===== src/rtl/seq_shifter.sv =====
// Iterative 8-bit shifter: captures operand on start, shifts one bit per clock,
// and pulses done for one cycle when out holds the final result.
module seq_shifter #(
  parameter int WIDTH = 8,
  parameter int SHW   = 3
) (
  input  logic             clk,
  input  logic             rst,
  input  logic             start,
  input  logic [WIDTH-1:0] inp,
  input  logic [SHW-1:0]   shamt,
  input  logic             dir,
  input  logic             arith,
  output logic [WIDTH-1:0] out,
  output logic             busy,
  output logic             done
);

  typedef enum logic [1:0] {
    IDLE  = 2'd0,
    SHIFT = 2'd1,
    FIN   = 2'd2
  } state_t;

  state_t           state_r;
  logic [SHW-1:0]   count_r;
  logic             dir_r;
  logic             arith_r;
  logic [WIDTH-1:0] shifted_s;

  // Single-step shift of the working register using only the latched controls.
  always_comb begin
    shifted_s = out;
    if (dir_r) begin
      shifted_s = {out[WIDTH-2:0], 1'b0};
    end else if (arith_r) begin
      shifted_s = {out[WIDTH-1], out[WIDTH-1:1]};
    end else begin
      shifted_s = {1'b0, out[WIDTH-1:1]};
    end
  end

  // Control FSM with registered out/busy/done.
  always_ff @(posedge clk) begin
    if (rst) begin
      state_r <= IDLE;
      out     <= '0;
      busy    <= 1'b0;
      done    <= 1'b0;
      count_r <= '0;
      dir_r   <= 1'b0;
      arith_r <= 1'b0;
    end else begin
      case (state_r)
        IDLE: begin
          if (start) begin
            out     <= inp;
            count_r <= shamt;
            dir_r   <= dir;
            arith_r <= arith;
            busy    <= 1'b1;
            if (shamt != '0) begin
              state_r <= SHIFT;
              done    <= 1'b0;
            end else begin
              state_r <= FIN;
              done    <= 1'b1;
            end
          end else begin
            busy <= 1'b0;
            done <= 1'b0;
          end
        end
        SHIFT: begin
          out     <= shifted_s;
          count_r <= count_r - SHW'(1);
          busy    <= 1'b1;
          // Final shift edge: result is in out during the following cycle.
          if (count_r == SHW'(1)) begin
            state_r <= FIN;
            done    <= 1'b1;
          end else begin
            done    <= 1'b0;
          end
        end
        FIN: begin
          state_r <= IDLE;
          busy    <= 1'b0;
          done    <= 1'b0;
        end
        default: begin
          state_r <= IDLE;
          busy    <= 1'b0;
          done    <= 1'b0;
        end
      endcase
    end
  end

endmodule


===== config.mk =====
export PLATFORM = sky130hd
export DESIGN_NAME = seq_shifter
export DESIGN_NICKNAME = d
export VERILOG_FILES = /design/src/rtl/seq_shifter.sv
export SDC_FILE = /design/constraint.sdc
export NUM_CORES = 1
export LEC_CHECK = 0
export ABC_AREA = 1
export CAP_MARGIN = 20
export CORE_MARGIN = 2
export CORE_UTILIZATION = 45
export CTS_CLUSTER_DIAMETER = 100
export CTS_CLUSTER_SIZE = 24
export DETAILED_ROUTE_END_ITERATION = 7
export GPL_ROUTABILITY_DRIVEN = 1
export PLACE_DENSITY = 0.73
export SYNTH_ARGS = -nofsm -noshare
export SYNTH_HDL_FRONTEND = slang
export SYNTH_SLANG_ARGS = --single-unit
export TNS_END_PERCENT = 100

===== constraint.sdc =====
create_clock -name clk -period 1.1 [get_ports clk]
set_input_delay 0.11 -clock clk [delete_from_list [all_inputs] [get_ports clk]]
set_output_delay 0.11 -clock clk [all_outputs]
set_load 0.005 [all_outputs]

==> results of run 1 <==
worst max-delay path, stage by stage (launching register included):
cell	delay (ns)
dfxtp_4	0.38
buf_4	0.14
nor2_4	0.12
buf_12	0.13
nand3_1	0.06
nand3_1	0.07
nand2_1	0.05
inv_1	0.04
cells by family (layout without fill, tap and decap cells):
| group | count (synthesis) | after routing | share of synthesized area |
|---|---|---|---|
| AO/OA/AOI/OAI | 17 | 17 | 0.09672 |
| adder cells (fa/ha/maj) | 2 | 2 | 0.02724 |
| flip-flops | 17 | 17 | 0.3706 |
| buffers and inverters | 30 | 70 | 0.1335 |
| AND/OR/NAND/NOR | 82 | 82 | 0.3719 |
cells in the mapped netlist (all sizes together):
library cell,n
nand3,16
inv,26
nor3,1
a21oi,10
o21ai,7
nand2,54
dfxtp,17
nor2,11
ha,2
clkinv,1
buf,3
layer usage:
layer,GRT usage,vias up
met5,0,-
met4,0.1048,0
met3,0.04601,4
met2,0.3198,31
met1,0.2389,443
li1,-,533
area by class of cell:
type / count / area, um2
fillers: 175 / 595.6
well taps: 27 / 33.78
clock buffers: 3 / 22.52
flip-flops and latches: 17 / 357.8
clock inverters: 1 / 5.005
inverters: 27 / 103.9
multi-input cells: 101 / 467.9
repair buffers: 39 / 355.3
worst max path at each step:
| stage | startpoint | end | cells after the start |
|---|---|---|---|
| CTS | state_r[1] | out[1] | 6 |
| floorplan | state_r[0] | out[7] | 7 |
| global placement | start | out[2] | 6 |
| finish | state_r[1] | out[2] | 7 |
| detailed placement | start | out[2] | 6 |
| global route | state_r[1] | out[4] | 7 |
timing repair:
item,4_1_cts,5_1_grt
resized for setup,20,6
pin swaps,0,1
setup endpoints to repair,18,10
buffers inserted,5,3
sequential cells by signal, indices dropped and copies added (netlist names):
name / flops
out: 8
count_r: 3
state_r: 2
arith_r: 1
busy: 1
dir_r: 1
done: 1
per-stage QoR:
step	util	hold WS [ns]	setup WS [ns]	setup TNS [ns]	cell area, um2
floorplan	-	0.2743	0.1309	0	918.4
detailed placement	0.6314	0.4844	-0.2301	-1.932	1226
global route	0.6933	0.4585	-0.007639	-0.01235	1346
global placement	0.6314	0.4666	-0.2153	-1.657	1226
CTS	0.6649	0.4286	0.001550	0	1291
finish	0.6933	0.4345	0.05262	0	1346
power by group through the flow:
stage | Sequential [mW] | Combinational [mW] | Clock [mW]
6_report | 0.728 | 0.545 | 0.357
5_1_grt | 0.736 | 0.607 | 0.385
3_5_place_dp | 0.741 | 0.494 | 0
3_3_place_gp | 0.737 | 0.490 | 0
4_1_cts | 0.728 | 0.507 | 0.364
2_1_floorplan | 0.736 | 0.285 | 0
==> out/metrics.yaml, run 1 <==
power_and_ir_drop:
  p_per_area_nw_per_um2: 1211
  switching_share: 0.3294
  power_leakage_nw: 0.7315
  pwr-share-seq: 0.447
  p_total_mw: 1.630
  p_sw_mw: 0.5369
  vdd_drop_max_mv: 0.8477
  clockPowerShare: 0.219
  power_frac_comb: 0.334
  intPower_mw: 1.093
synth:
  synth_warnings: 0
  ys_ff_latch: 17
  ys_types: 17
  yosysSeqAreaShare: 0.3706
  synth_largest_area_cell: "dfxtp_1"
  netlist_area_um2: 918.4
  synth_fp_nets: 166
  netlist_top_cells_area: "dfxtp_1 37%, nand2_1 21%, inv_1 9.4%"
  avgSynthCellArea_um2: 6.205
  syn_inst: 148
  synth_top_cell_area_share: 0.3706
hold_path:
  hold_path_end: "arith_r"
  min_from: "arith"
  min_path_cells: 3
  hp-class: "in -> reg"
placed_design:
  dpl.hpwl_mm: 1.623
  gp_congestion: 0.8536
  dp.cells: 203
  port-buffer-count: 25
routing:
  drt-met1-wl_mm: 1.029
  wl_met2_mm: 1.086
  route.antenna.remaining_nets: 0
  wl_per_cell_um: 10.53
  drt_iter0_drc: 26
  drc: 0
  vias: 1011
  highest_layer: "met4"
  vias_per_cell: 4.702
  met3_length_um: 123
  wl_mm: 2.265
  drt_first_pass_iters: 4
clocking:
  clock_latency_ns: 0.30
  root_buffer: "clkbuf_4"
  cts_made_buffers: 3
  cts_max_level: 1
  clkTransAtPathRegs_ns: 0.11
  hold_buffers: 0
  cts_tree: "built"
  clockBufferDepth: 2
  clock_sinks: 17
sta:
  finClkSkew_ns: 0.001474
  final_max_slew_viol_count: 0
  tightestPinTransition_ns: 0.2471
  finalCriticalPeriod_ns: 1.047
  relSlewSlack: 0.8351
  setup_viol: 0
  finalHoldViolCount: 0
  clock.fmax_ghz: 0.9548
  period_share: 0.9522
global_route:
  first_global_vias: 887
  grt_max_degree: 11
  antenna_found_initial: 0
  grt_usage: 0.1966
  grt_overflow_total: 0
  grt_pass1_wl_mm: 3.650
worst_setup_path:
  critPathArrivalTime_ns: 1.30
  crit_type: "reg -> reg"
  r2r_start: "state_r[1]"
  worstPathRequired_ns: 1.35
  worstSetupEndpointType: "flip-flop"
  critPathLaunchType: "flip-flop"
  cp_max_fo: 6
  rrSetupSlack_ns: 0.05
  reg2reg_to: "out[2]"
  reg2reg_depth: 7
floorplan:
  ios: 26
  die_area_um2: 2418
  die_x_um: 49.18
  start_util: 0.4729
  die_h_um: 49.18
  row_count: 16
  coreArea_um2: 1942
cells_and_area:
  area_growth_syn_to_layout_pct: 46.59
  final_common_cell: "nand2_1"
  layout_common_cells: "51 x nand2_1, 23 x inv_1, 15 x nand3_1, 15 x clkdlybuf4s50_1, 13 x buf_4"
  antenna_cells: 0
  nNetsFinal: 207
  stdcell_count: 215
  drive_gt1_frac: 0.1968
run_status:
  outcome: "complete, no violations"
job:
  drv_cap: 0
Note: power is estimated with default switching activity, not from simulation.
==> inputs of run 2 (changes only) <==
--- a/config.mk
+++ b/config.mk
@@ -8,12 +8,12 @@
 export ABC_AREA = 1
 export CAP_MARGIN = 20
 export CORE_MARGIN = 2
-export CORE_UTILIZATION = 45
+export CORE_UTILIZATION = 41
 export CTS_CLUSTER_DIAMETER = 100
 export CTS_CLUSTER_SIZE = 24
 export DETAILED_ROUTE_END_ITERATION = 7
 export GPL_ROUTABILITY_DRIVEN = 1
-export PLACE_DENSITY = 0.73
+export PLACE_DENSITY = 0.7
 export SYNTH_ARGS = -nofsm -noshare
 export SYNTH_HDL_FRONTEND = slang
 export SYNTH_SLANG_ARGS = --single-unit
==> constraint.sdc (replaced) <==
create_clock -name clk -period 0.9 [get_ports clk]
set_input_delay 0.09 -clock clk [delete_from_list [all_inputs] [get_ports clk]]
set_output_delay 0.09 -clock clk [all_outputs]
set_load 0.005 [all_outputs]
==> run 2 against run 1 <==
  * The run now ends with setup timing left
  * First-iteration DRC count decreased by 27%
  * Non-clock buffer count is 2 higher
  * Clock skew up 0.011 ns
  * Critical path depth fell by 1
  * Cell area increased by 5.1%
  * Power up 25%
  * Core utilization down 4.1 points
  * Largest power group unchanged
==> out/metrics.yaml, run 2 (synthesis gave the netlist of run 1 again) <==
power_and_ir_drop:
  power_leakage_nw: 0.7345
  p_per_area_nw_per_um2: 1442
  vdd_drop_max_mv: 0.8540
worst_setup_path:
  crit_type: "reg -> reg"
  critPathLaunchType: "flip-flop"
  worstPathRequired_ns: 1.09
  cp_max_fo: 5
  worstSetupEndpointType: "flip-flop"
  r2r_start: "state_r[0]"
  critPathArrivalTime_ns: 1.18
  crit_start: "state_r[0]"
placed_design:
  dpl.hpwl_mm: 1.623
  dp.cells: 210
  postPlaceCellArea_um2: 1287
  gp_congestion: 0.7938
  port-buffer-count: 25
floorplan:
  coreArea_um2: 2170
  die_h_um: 51.33
  start_util: 0.4233
  row_count: 17
  ios: 26
  die_x_um: 51.33
  die_area_um2: 2635
global_route:
  antenna_found_initial: 0
  grt_pass1_wl_mm: 3.857
  grt_overflow_total: 0
  first_global_vias: 904
  grt_usage: 0.1953
  grt_max_degree: 14
clocking:
  cts_made_buffers: 3
  cts_tree: "built"
  clock_sinks: 17
  clkTransAtPathRegs_ns: 0.11
  hold_buffers: 0
  root_buffer: "clkbuf_4"
  clockBufferDepth: 2
  cts_max_level: 1
  clock_latency_ns: 0.29
routing:
  route.antenna.remaining_nets: 0
  drt_first_pass_iters: 4
  drt_iter0_drc: 19
  wl_per_cell_um: 10.44
  vias_per_cell: 4.729
  drc: 0
  wl_mm: 2.275
  vias: 1031
sta:
  finalCriticalPeriod_ns: 0.9918
  setup_ws_ns: -0.09177
  relSlewSlack: 0.8116
  holdWs_ns: 0.4058
  clock.fmax_ghz: 1.008
  final_max_slew_viol_count: 0
  period_share: 1.102
  finClkSkew_ns: 0.01254
  tightestPinTransition_ns: 0.2823
  rsz0062_at_grt: "true"
  setup_viol: 16
  finalHoldViolCount: 0
cells_and_area:
  drive_gt1_frac: 0.3789
  antenna_cells: 0
  regMostFlops: "out"
  register_area_um2: 362.8
  multiInputGateArea_um2: 546.8
  n_fill_cell: 196
  nNetsFinal: 209
  layout_common_cells: "48 x nand2_1, 21 x inv_1, 15 x clkdlybuf4s50_1"
  post-route-util: 0.6522
  final_common_cell: "nand2_1"
  reg.largest.list: "out: 8 flops, count_r: 3 flops, state_r: 2 flops"
  area_growth_syn_to_layout_pct: 54.09
  largest_reg_flops: 8
  stdcell_count: 218
  fin_area_um2: 1415
job:
  drv_cap: 0
hold_path:
  min_from: "arith"
  hp-class: "in -> reg"
run_status:
  outcome: "finished, violations left"
  violations: "setup timing"
==> run 2: cell types whose count changed in the layout (fill, tap and decap cells not counted), sizes merged <==
cell	previous run	this run
inv	26	27
clkbuf	3	5
clkinv	2	0
dlygate4sd2	10	0
buf	14	25
==> run 2: path summary, 6_finish.rpt <==
| check | slack, ns | cells past startpoint | end |
|---|---|---|---|
| worst max-delay path | -0.09 | 6 | count_r[2] |
| worst max register to register | -0.09 | 6 | count_r[2] |
| worst min-delay path | 0.41 | 3 | arith_r |
| worst min register to register | 0.49 | 2 | arith_r |
==> run 2: critical path: stages, from the launching register on <==
cell and delay (ns):
dfxtp_4 0.43, inv_4 0.04, nor2_4 0.11, buf_6 0.13, nand3_2 0.06, nand2_1 0.06, a21oi_1 0.06
==> run 2: through the flow <==
step           setup TNS, ns  setup WS [ns]  total power [mW]
4_1_cts               -1.173       -0.09542             1.980
2_1_floorplan        -0.1691       -0.03090             1.260
5_1_grt               -2.247        -0.1684             2.193
3_5_place_dp          -4.365        -0.3232             1.559
6_report              -1.036       -0.09177             2.040
3_3_place_gp          -4.091        -0.2913             1.548
==> run 2: layout make-up <==
class	count	area share
Timing Repair Buffer	41	0.2370
Sequential cell	17	0.2564
Tap cell	28	0.02476
Inverter	27	0.07692
Clock buffer	4	0.01857
Multi-Input combinational cell	101	0.3864
==> run 2: what timing repair did <==
item / in CTS / in global routing
buffers inserted: 2 / 2
setup endpoints to repair: 26 / 18
resized for setup: 57 / 24
cloned: 0 / 0
pin swaps: 3 / 7
==> run 2: per-layer routing <==
metal	wire, um	track usage	share of wire	vias to the layer above
li1	-	-	-	540
met5	0	0	0	-
met2	1143	0.3312	0.50	21
met4	16	0.07895	0.0070	0
met3	110	0.02924	0.048	2
met1	1004	0.2477	0.44	468
==> run 2: where the power goes <==
| group | leakage [nW] | internal, mW | switching [mW] |
|---|---|---|---|
| combinational | 0.574 | 0.350 | 0.375 |
| clock | 0.0150 | 0.172 | 0.236 |
| sequential | 0.146 | 0.845 | 0.0622 |
| total | 0.735 | 1.37 | 0.674 |
==> inputs of run 3 (changes only) <==
--- a/config.mk
+++ b/config.mk
@@ -8,12 +8,13 @@
 export ABC_AREA = 1
 export CAP_MARGIN = 20
 export CORE_MARGIN = 2
-export CORE_UTILIZATION = 41
+export CORE_UTILIZATION = 44
+export CTS_BUF_LIST = sky130_fd_sc_hd__clkbuf_2 sky130_fd_sc_hd__clkbuf_4 sky130_fd_sc_hd__clkbuf_8
 export CTS_CLUSTER_DIAMETER = 100
 export CTS_CLUSTER_SIZE = 24
 export DETAILED_ROUTE_END_ITERATION = 7
 export GPL_ROUTABILITY_DRIVEN = 1
-export PLACE_DENSITY = 0.7
+export PLACE_DENSITY = 0.75
 export SYNTH_ARGS = -nofsm -noshare
 export SYNTH_HDL_FRONTEND = slang
 export SYNTH_SLANG_ARGS = --single-unit
==> run 3 against run 2 <==
  * Register-to-register slack worse by 0.05 ns
  * Clock skew fell by 0.00059 ns
  * Routed wire length rose by 11%
  * Non-clock buffer count did not move
  * Largest cell class unchanged
  * Via count is 3.0% higher
  * The flow still finishes with violations (setup timing)
  * Sequential share of layout area decreased by 0.16 points
  * Maximum frequency decreased by 4.5%
  * Sequential power barely moved
  * Critical endpoint is now out[2]
==> out/metrics.yaml, run 3 (synthesis gave the netlist of run 1 again) <==
clocking:
  clkTransAtPathRegs_ns: 0.10
  clock_latency_ns: 0.30
  cts_max_level: 1
  cts_tree: "built"
  cts_made_buffers: 3
  clock_sinks: 17
  clockBufferDepth: 2
  root_buffer: "clkbuf_4"
sta:
  finalHoldViolCount: 0
  relSlewSlack: 0.8167
  clock.fmax_ghz: 0.9633
  final_max_slew_viol_count: 0
  finalCriticalPeriod_ns: 1.038
  rsz0062_at_grt: "true"
  setup_ws_ns: -0.1381
  finClkSkew_ns: 0.01195
  fin_tns_setup_ns: -1.609
  setup_viol: 16
  period_share: 1.153
  tightestPinTransition_ns: 0.2747
global_route:
  antenna_found_initial: 0
  grt_max_degree: 14
  first_global_vias: 1032
  grt_usage: 0.2236
  grt_overflow_total: 0
  grt_pass1_wl_mm: 4.291
floorplan:
  die_x_um: 49.69
  die_h_um: 49.69
  start_util: 0.4681
  ios: 26
  row_count: 16
  die_area_um2: 2469
  coreArea_um2: 1962
cells_and_area:
  post-route-util: 0.7232
  layout_common_cells: "48 x nand2_1, 19 x inv_1, 15 x clkdlybuf4s50_1"
  area_growth_syn_to_layout_pct: 54.50
  stdcell_count: 217
  final_common_cell: "nand2_1"
  antenna_cells: 0
  n_fill_cell: 172
  reg.largest.list: "out: 8 flops, count_r: 3 flops, state_r: 2 flops"
  largest_reg_flops: 8
  nNetsFinal: 209
  regMostFlops: "out"
  drive_gt1_frac: 0.3737
hold_path:
  hp-class: "in -> reg"
  hold_path_end: "arith_r"
  min_from: "arith"
  min_path_cells: 3
worst_setup_path:
  rrSetupSlack_ns: -0.14
  max_stage_delay_ns: 0.42
  critPathArrivalTime_ns: 1.27
  critPathLaunchType: "flip-flop"
  crit_slowest_cell: "dfxtp_4"
  reg2reg_depth: 7
  r2r_start: "state_r[0]"
  worstSetupEndpointType: "flip-flop"
  reg2reg_to: "out[2]"
  worstPathRequired_ns: 1.13
  cp_max_fo: 6
  path_cells: "inv_2, nor2_4, buf_6, nand3_1, nand3_1, nand2_1, inv_1"
  crit_top_cell: "nand3_1"
  crit_type: "reg -> reg"
routing:
  drt_iter0_drc: 18
  drt_first_pass_iters: 4
  drc: 0
  wl_mm: 2.531
  vias: 1062
  vias_per_cell: 4.894
  wl_per_cell_um: 11.66
  route.antenna.remaining_nets: 0
power_and_ir_drop:
  p_per_area_nw_per_um2: 1458
  vdd_drop_max_mv: 1.174
  p_total_mw: 2.069
  power_leakage_nw: 0.7347
run_status:
  violations: "setup timing"
  outcome: "finished, violations left"
placed_design:
  pre_cts_slack_ns: -0.3411
  dp.cells: 210
  dpl.hpwl_mm: 1.800
  port-buffer-count: 25
  gp_congestion: 0.8532
job:
  drv_cap: 0
run 3: cell types whose count changed in the layout (fill, tap and decap cells not counted), sizes merged:
cell | previous run | this run
inv | 27 | 26
clkbuf | 5 | 4
clkinv | 0 | 2
run 3: metrics by stage:
stage | hold WS [ns] | cell area, um2
after floorplan | 0.2543 | 933.4
after global placement | 0.4709 | 1294
after detailed placement | 0.4940 | 1294
after CTS | 0.3963 | 1365
after global routing | 0.4207 | 1419
final | 0.4130 | 1419
run 3: critical path, delay by kind of cell (launching register included):
family                 cells  cell delay [ns]
and+or+nand+nor            4             0.30
buffers and inverters      3             0.25
DFF                        1             0.42
run 3: worst max path at each step:
stage	start	endpoint	slack [ns]
after detailed placement	start	out[1]	-0.34
after floorplan	dir_r	out[7]	-0.03
after global placement	start	out[1]	-0.31
final	state_r[0]	out[2]	-0.14
after CTS	state_r[0]	out[3]	-0.12
after global routing	state_r[1]	out[1]	-0.20
run 3: report_power, final:
part / switching [mW] / internal, mW
logic: 0.396 / 0.360
clock network: 0.244 / 0.166
registers: 0.0603 / 0.843
total: 0.699 / 1.37
run 3: area by class of cell:
type / instances / area [um2] / area share
Clock inverter: 1 / 5.005 / 0.003527
Multi-Input combinational cell: 101 / 555.5 / 0.3915
Sequential cell: 17 / 361.6 / 0.2549
Clock buffer: 3 / 22.52 / 0.01587
Timing Repair Buffer: 41 / 331.6 / 0.2337
Tap cell: 27 / 33.78 / 0.02381
Inverter: 27 / 108.9 / 0.07672
run 3: per-layer routing:
layer,vias to the layer above,GRT usage,share of wire
li1,539,-,-
met1,481,0.2676,0.43
met2,31,0.3844,0.51
met3,11,0.03636,0.040
met4,0,0.1111,0.026
met5,-,0,0
run 3: timing repair:
item | CTS | global route
hold buffers | 0 | 0
cloned | 0 | 0
endpoints found under the setup margin | 26 | 17
gates resized for setup | 62 | 17
pin swaps | 6 | 2
buffers inserted | 2 | 1
